--- src/rtl/edge_event_if.sv ---
// Event port between the edge scheduler and its consumer: channel index,
// edge polarity and a valid/ready pair.
interface edge_event_if #(
    parameter int N_CH = 4,
    parameter int ID_W = $clog2(N_CH)
);
    // Handshake: the master raises ev_valid with ev_ch/ev_rise and holds all
    // three stable until ev_ready is seen high on a rising clk edge; the event
    // transfers on exactly that edge. ev_valid never depends on ev_ready.
    logic            ev_valid;
    logic            ev_ready;
    logic [ID_W-1:0] ev_ch;
    logic            ev_rise;

    modport master (
        output ev_valid,
        output ev_ch,
        output ev_rise,
        input  ev_ready
    );

    modport slave (
        input  ev_valid,
        input  ev_ch,
        input  ev_rise,
        output ev_ready
    );
endinterface

--- src/rtl/edge_event_scheduler.sv ---
// Dual-edge detector on N_CH synchronous levels, one pending event per channel,
// round-robin serialised onto a single registered valid/ready event port.
module edge_event_scheduler #(
    parameter  int N_CH = 4,
    localparam int ID_W = $clog2(N_CH)
) (
    input  logic             clk,
    input  logic             rst_n,
    input  logic [N_CH-1:0]  level,
    edge_event_if.master     ev,
    output logic [N_CH-1:0]  overrun,
    input  logic             overrun_clr
);

    logic [N_CH-1:0] level_q;
    logic [N_CH-1:0] pend;
    logic [N_CH-1:0] pend_rise;
    logic [N_CH-1:0] edge_det;
    logic [N_CH-1:0] pend_nxt;
    logic [N_CH-1:0] pend_rise_nxt;
    logic [N_CH-1:0] ovr_set;
    logic [ID_W-1:0] rr_ptr;
    logic [ID_W-1:0] grant_id;
    logic [ID_W-1:0] cand;
    logic            grant_vld;
    logic            slot_free;
    logic            load;

    assign edge_det  = level ^ level_q;
    assign slot_free = !ev.ev_valid || ev.ev_ready;
    assign load      = slot_free && grant_vld;

    // Search starts one past the last granted channel and wraps back to it.
    always_comb begin
        grant_vld = 1'b0;
        grant_id  = '0;
        cand      = '0;
        for (int k = 1; k <= N_CH; k++) begin
            cand = ID_W'((int'(rr_ptr) + k) % N_CH);
            if (!grant_vld && pend[cand]) begin
                grant_vld = 1'b1;
                grant_id  = cand;
            end
        end
    end

    // A channel being unloaded this cycle can accept a fresh edge without loss.
    always_comb begin
        pend_nxt      = pend;
        pend_rise_nxt = pend_rise;
        ovr_set       = '0;
        for (int i = 0; i < N_CH; i++) begin
            if (load && (grant_id == ID_W'(i))) begin
                pend_nxt[i] = 1'b0;
            end
            if (edge_det[i]) begin
                if (!pend_nxt[i]) begin
                    pend_nxt[i]      = 1'b1;
                    pend_rise_nxt[i] = level[i];
                end else begin
                    ovr_set[i] = 1'b1;
                end
            end
        end
    end

    always_ff @(posedge clk or negedge rst_n) begin
        if (!rst_n) begin
            level_q     <= '0;
            pend        <= '0;
            pend_rise   <= '0;
            overrun     <= '0;
            rr_ptr      <= ID_W'(N_CH - 1);
            ev.ev_valid <= 1'b0;
            ev.ev_ch    <= '0;
            ev.ev_rise  <= 1'b0;
        end else begin
            level_q   <= level;
            pend      <= pend_nxt;
            pend_rise <= pend_rise_nxt;
            overrun   <= (overrun_clr ? '0 : overrun) | ovr_set;
            if (slot_free) begin
                ev.ev_valid <= grant_vld;
                if (grant_vld) begin
                    ev.ev_ch   <= grant_id;
                    ev.ev_rise <= pend_rise[grant_id];
                    rr_ptr     <= grant_id;
                end
            end
        end
    end

endmodule

--- src/flat_wrapper.sv ---
// flat-port wrapper written by rule: the top's interface ports become plain ports
module edge_event_scheduler_flat 
#(
    parameter  int N_CH = 4,
    localparam int ID_W = $clog2(N_CH)
)
  (clk, rst_n, level, overrun, overrun_clr, ev_ev_valid, ev_ev_ch, ev_ev_rise, ev_ev_ready);
  edge_event_if #(.N_CH(N_CH)) ev_i ();
  input  logic clk;
  input  logic rst_n;
  input  logic [N_CH-1:0] level;
  output logic [N_CH-1:0] overrun;
  input  logic overrun_clr;
  output wire logic [$bits(ev_i.ev_valid)-1:0] ev_ev_valid;
  output wire logic [$bits(ev_i.ev_ch)-1:0] ev_ev_ch;
  output wire logic [$bits(ev_i.ev_rise)-1:0] ev_ev_rise;
  input wire logic [$bits(ev_i.ev_ready)-1:0] ev_ev_ready;
  assign ev_ev_valid = ev_i.ev_valid;
  assign ev_ev_ch = ev_i.ev_ch;
  assign ev_ev_rise = ev_i.ev_rise;
  assign ev_i.ev_ready = ev_ev_ready;
  edge_event_scheduler #(.N_CH(N_CH)) u_core (.clk(clk), .rst_n(rst_n), .level(level), .ev(ev_i), .overrun(overrun), .overrun_clr(overrun_clr));
endmodule
--- config.mk ---
export PLATFORM = sky130hd
export DESIGN_NAME = edge_event_scheduler_flat
export DESIGN_NICKNAME = d
export VERILOG_FILES = /design/src/rtl/edge_event_if.sv /design/src/rtl/edge_event_scheduler.sv /design/src/flat_wrapper.sv
export SDC_FILE = /design/constraint.sdc
export NUM_CORES = 1
export LEC_CHECK = 0
export ABC_AREA = 1
export CAP_MARGIN = 20
export CORE_ASPECT_RATIO = 1.5
export CORE_MARGIN = 3
export CORE_UTILIZATION = 58
export DETAILED_ROUTE_END_ITERATION = 8
export PLACE_DENSITY = 0.83
export SKIP_LAST_GASP = 1
export SYNTH_ARGS = -nofsm -noshare
export SYNTH_HDL_FRONTEND = slang
export SYNTH_SLANG_ARGS = --single-unit
--- constraint.sdc ---
create_clock -name clk -period 3.3 [get_ports clk]
set_clock_uncertainty 0.2 [all_clocks]
set_input_delay 0.66 -clock clk [delete_from_list [all_inputs] [get_ports clk]]
set_output_delay 0.66 -clock clk [all_outputs]
set_load 0.05 [all_outputs]
# Word-level counts from Yosys, hierarchy flattened
# Cells that the tools add are included.
# totals
elab_cells	83
reg_bits	22
inputBits	8
output_inout_bits	8
# op_classes
reduce_logical	19
bitwise	6
n_lt_le_gt_ge	5
n_addsub	4
eq_ne	3
mux	35
# ops
operator	count
$mux W1	25
$lt A2 B3 Y1 const B	5
$bmux W1 S2	5
$reduce_and A2 Y1	5
$logic_and A1 B1 Y1	8
$mux W2	4
$add A2 B1 Y2 const B	2
$add A2 B2 Y2 const B	2
$eq A2 B2 Y1 const B	2
$logic_not A1 Y1	4
$mux W4	1
$not A1 Y1	4
$or A4 B4 Y4	1
$xor A4 B4 Y4	1
$eq A2 B1 Y1 const B	1
$logic_not A2 Y1	1
$logic_or A1 B1 Y1	1

# Depth between registers and ports, before layout
# logic_depth
depth_word	19
ltp_mapped	16

# Least setup slack after synthesis
# OpenSTA, ideal clock, no wires.
# synth_timing
kind	register to register
startpoint	register u_core.rr_ptr[0]
endpoint	register u_core.pend_rise[2]
setup_time_ps	116
path_buffers	1
arrival_ps	1604
path_slack_ps	1379
stages_incl_launch_ff	15
path_cell_list	dfstp_2 buf_6 inv_4 nand2_1 nand2_1 nand2_2 nand2_4 nor2_4 nand4_1 nand2_2 nand3_2 nand2_2 nand2_1 nand2_1 nand2_1
# synth_via
elab_chain_cells	18
word_cells_on_any_way	32
classes_between	4 x add/sub; 1 x eq/ne; 17 x mux; 1 x bitwise; 9 x reduce/logical
# synth_lines
item	line_no	rtl
start, declared	edge_event_scheduler.sv:22	logic [ID_W-1:0] rr_ptr;
start signal, assigned	edge_event_scheduler.sv:73	rr_ptr <= ID_W'(N_CH - 1);
start signal, assigned	edge_event_scheduler.sv:87	rr_ptr <= grant_id;
$add A2 B1 Y2	edge_event_scheduler.sv:39	cand = ID_W'((int'(rr_ptr) + k) % N_CH);
$bmux W1 S2	edge_event_scheduler.sv:40	if (!grant_vld && pend[cand]) begin
$mux W1 (implied by the code)	edge_event_scheduler.sv:40	
$mux W1	edge_event_scheduler.sv:40	
$logic_not A1 Y1	edge_event_scheduler.sv:40	
$logic_and A1 B1 Y1	edge_event_scheduler.sv:40	
$mux W1	edge_event_scheduler.sv:40	
$logic_not A1 Y1	edge_event_scheduler.sv:40	
[... 2 more ...]	-	
$logic_not A1 Y1	edge_event_scheduler.sv:40	
$logic_and A1 B1 Y1	edge_event_scheduler.sv:40	
$mux W2 or $mux W1 (tied branches)	edge_event_scheduler.sv:40	
$eq A2 B2 Y1 or $logic_and A1 B1 Y1 (tied branches)	edge_event_scheduler.sv:53, edge_event_scheduler.sv:31	
$logic_and A1 B1 Y1 (*)	edge_event_scheduler.sv:53	if (load && (grant_id == ID_W'(i))) begin
$mux W1 (*)	edge_event_scheduler.sv:53	
$not A1 Y1 (no source line) (*)	-	
$reduce_and A2 Y1 (no source line) (*)	-	
end signal, assigned	edge_event_scheduler.sv:80	pend_rise <= pend_rise_nxt;
end, declared	edge_event_scheduler.sv:17	logic [N_CH-1:0] pend_rise;
# Every way passes the cells marked *; elsewhere a longest branch is shown, timed or not. The select of a mux whose other input is x is not followed.
# A chain may end at the register's enable or synchronous reset.

# Worst setup path after layout
# layout_timing
startpoint	register u_core.ev.ev_ch[0]
endpoint	output port ev_ev_ch[0]
# layout_rtl
item	line_no	rtl
start, declared	edge_event_if.sv:17	output ev_ch,
start signal, assigned	edge_event_scheduler.sv:85	ev.ev_ch <= grant_id;
end, declared	flat_wrapper.sv:15	output wire logic [$bits(ev_i.ev_ch)-1:0] ev_ev_ch;
# No word-level cell between the ends.

==> impl_summary.md <==
Yosys
Counting flops with an async set or reset pin after synthesis yields a share of 1.00. The number of storage elements in the synthesis netlist is 22. The fraction of the mapped netlist area in compound gates is 0.0521. The distinct cell type count of the synthesized netlist is 23. The part of the Yosys area used for sequential elements is 0.451.

The post-synthesis mux area share is 0. By area, the combinational part of the netlist is dominated by simple AND/OR/NAND/NOR gates. The cell count after synthesis is 156. Of the total synthesized cell area, the portion taken by XOR and XNOR cells is 0.0143.

After synthesis, the mean cell area works out to 7.85 um2. The area of the mapped netlist is 1220 um2. The area share of and/or/nand/nor cells after synthesis is 0.394.

Among all flip-flop cells after synthesis, the most frequent one is dfrtp_1. The number of nets handed over by synthesis was 164. The number of warnings issued by yosys is 0. The post-synthesis share of cell area spent on full adders, half adders and majority gates is 0. Counting flops with a built-in enable in the synthesized netlist gives 0.

Routing
The average detailed-routed wire length per instance is 12.5 um. The residual antenna-violating net count after detailed routing is 0. The routed via count is 1046.

The first routing iteration left 19 violations. The wire length reported by the detailed router is 2.45 mm. The total iterations of the first detailed-routing run is 4. The via count normalized by instance count is 5.36. The DRC violation count after routing is 0.

Run status
The flow ran to the end, and the final reports show no timing, DRC or antenna violations.

Timing
For the pin with the worst max-slew slack, the measured transition is 962 ps. The headroom to the max-slew limit is 0.357. The portion of the clock cycle consumed by the worst path in the final layout is 0.718. Adding up every negative setup slack in the final design gives 0 ps. The final hold violation count came to 0. The number of pins exceeding their max-slew limit in the final report is 0. The final critical delay including setup and external delays is 2370 ps. The maximum operating frequency is 0.422 GHz. Setup repair after global routing left no endpoint under its margin.

Setup violations remaining at the end of the flow were counted as 0.

Die
The initial cell density of the core is 0.636. For this design the top-level I/O count stands at 16. The site row count is 19. The die span in y is 62.3 um. The die is 43.5 um wide.

The die covers 2710 um2. The core box area is 1930 um2.

CTS
The later pin in the worst-skew pair is clocked with a latency of 310 ps. The total clock sinks is 22. The clock slew seen by the registers of the worst setup and hold paths is 120 ps. The buffer count from post-CTS setup fixing is 0. TritonCTS built the clock tree. The quantity of hold-fixing buffers added after cts is 0. The H-tree level count is 1. The worst-case clock buffer depth is 2. Clock tree synthesis inserted a total of 3 buffers.

The tree is rooted in a clkbuf_4. The count of cells resized by post-cts repair is 0.

GRT
The overflow left after global routing is 0. The first global-routing pass estimated 4.37 mm of wire. The via count of the first global-routing pass is 1035.

The initial antenna violation count came to 0. For this run, the total global-route usage over all layers was measured as 0.212. Entering global routing, the biggest net connects 23 pins.

Worst setup path
The gate family responsible for the most delay along the worst path is buffers and inverters. The worst setup path is launched from a flop. Data on the critical path is required at its endpoint by 2440 ps. In this run the critical register-to-register path is launched from u_core.rr_ptr[0]$_DFFE_PN1P_. The arrival time of data at the critical path endpoint is 1510 ps. In this design, the stage delay of the slowest critical-path cell is 810 ps. In this run the worst path has a maximum fanout of 2. STA classifies the critical path endpoint as an output port. For this design, the slowest cell found on the critical path is clkdlybuf4s50_1. The setup path with the least slack is of type reg2out. The critical path starts at u_core.ev.ev_ch[0]$_DFFE_PN0P_. Traced cell by cell, the critical path runs through clkdlybuf4s50_1. The number of buffers and inverters on the critical path is 1.

Worst hold path
The beginning of the worst hold path is u_core.pend_rise[3]$_DFFE_PN0P_. The class of the tightest hold or removal check is reg2reg.

Final layout
The number of antenna diodes is 0. Of the cells placed in the final design, the portion with a size suffix greater than 1 is 0.201. The area overhead of the layout relative to synthesis is 16.4%.

After the last flow step, the layout net total stands at 183.

Place
Routability-driven placement finished with a final weighted congestion of 0.840. The total half-perimeter wirelength after legalization and detailed placement is 1.93 mm. The number of buffer cells added on primary ports is 15.

Run
The number of max-cap violations is 0.
-- stage by stage --
| step | utilization | area [um2] | hold WS, ps | cells | setup WS [ps] |
|---|---|---|---|---|---|
| after detailed placement | 0.722 | 1390 | 252 | 191 | 1120 |
| after global routing | 0.741 | 1430 | 322 | 195 | 898 |
| final | 0.741 | 1430 | 275 | 195 | 931 |
| after CTS | 0.741 | 1430 | 280 | 195 | 922 |
| after global placement | 0.722 | 1390 | 251 | 191 | 1180 |
| after floorplan | - | 1220 | 164 | 156 | 1380 |
-- synth_stat cells, types with 2 or more instances --
library cell | count | share of area
nor2_1 | 7 | 0.021
nand2_1 | 56 | 0.17
dfstp_2 | 2 | 0.043
nand3b_1 | 2 | 0.012
nand3_1 | 7 | 0.029
xnor2_1 | 2 | 0.014
o21ai_0 | 3 | 0.012
inv_2 | 6 | 0.018
nand2_2 | 12 | 0.061
dfrtp_1 | 20 | 0.41
inv_1 | 18 | 0.055
nand4_1 | 2 | 0.010
o22ai_1 | 4 | 0.020
nand2_4 | 3 | 0.028
nand3_2 | 4 | 0.033
-- routing by layer --
metal	routed length, um	part of all wire	track usage	vias up
met5	0	0	0	-
met4	91	0.037	0.128	0
met3	68	0.028	0.0202	9
met2	1350	0.55	0.374	23
met1	939	0.38	0.233	497
li1	-	-	-	517
-- layout make-up --
cell class	count	area, um2
Clock buffer	4	36.3
Sequential cell	22	553
Timing Repair Buffer	15	150
Inverter	25	96.3
Tap cell	21	26.3
Multi-Input combinational cell	108	564
Fill cell	150	499
-- path summary, 6_finish.rpt --
kind,slack (ps),depth (start not counted),endpoint
worst max-delay path,930,1,ev_ev_ch[0]
worst min-delay path,270,2,u_core.pend_rise[3]$_DFFE_PN0P_
worst max register to register,1150,13,u_core.pend_rise[3]$_DFFE_PN0P_
worst min register to register,270,2,u_core.pend_rise[3]$_DFFE_PN0P_
max in group asynchronous,1650,1,u_core.level_q[0]$_DFF_PN0_
min in group asynchronous,660,1,u_core.level_q[2]$_DFF_PN0_
-- cells in the final DEF (no fill, tap or decap), drive strengths merged --
cell and n:
nand2 71, inv 25, dfrtp 20, clkdlybuf4s50 15, nand3 12, nor2 8, o22ai 4, o21ai 4
clkbuf 4, nand4 2, xnor2 2, nand3b 2, dfstp 2, or2 1, a21boi 1, o21bai 1
-- worst register-to-register path: stages, from the launching register on --
cell and delay (ps):
dfstp_2 660, inv_4 90, nand2_1 90, nand3_1 60, nand2_1 160, inv_2 60, nor2_4 110, nand4_1 110
nand2_2 180, nand3_2 90, nand2_2 110, nand2_1 60, nand2_1 50, nand2_1 40
-- sequential cells by signal, summed over array words and instances, names as in the netlist --
register	count
u_core.ev.ev_ch	2
u_core.ev.ev_rise	1
u_core.ev.ev_valid	1
u_core.level_q	4
u_core.overrun	4
u_core.pend	4
u_core.pend_rise	4
u_core.rr_ptr	2
-- cell families after synthesis --
family	after synthesis
and+or+nand+nor	96
AOI/OAI and AO/OA	10
xor gates and xnor gates	2
DFF	22
buffers and inverters	26
Power is left out: the tool's default activity adds up to more than one toggle a clock period on the data nets, which glitch-free logic cannot reach.
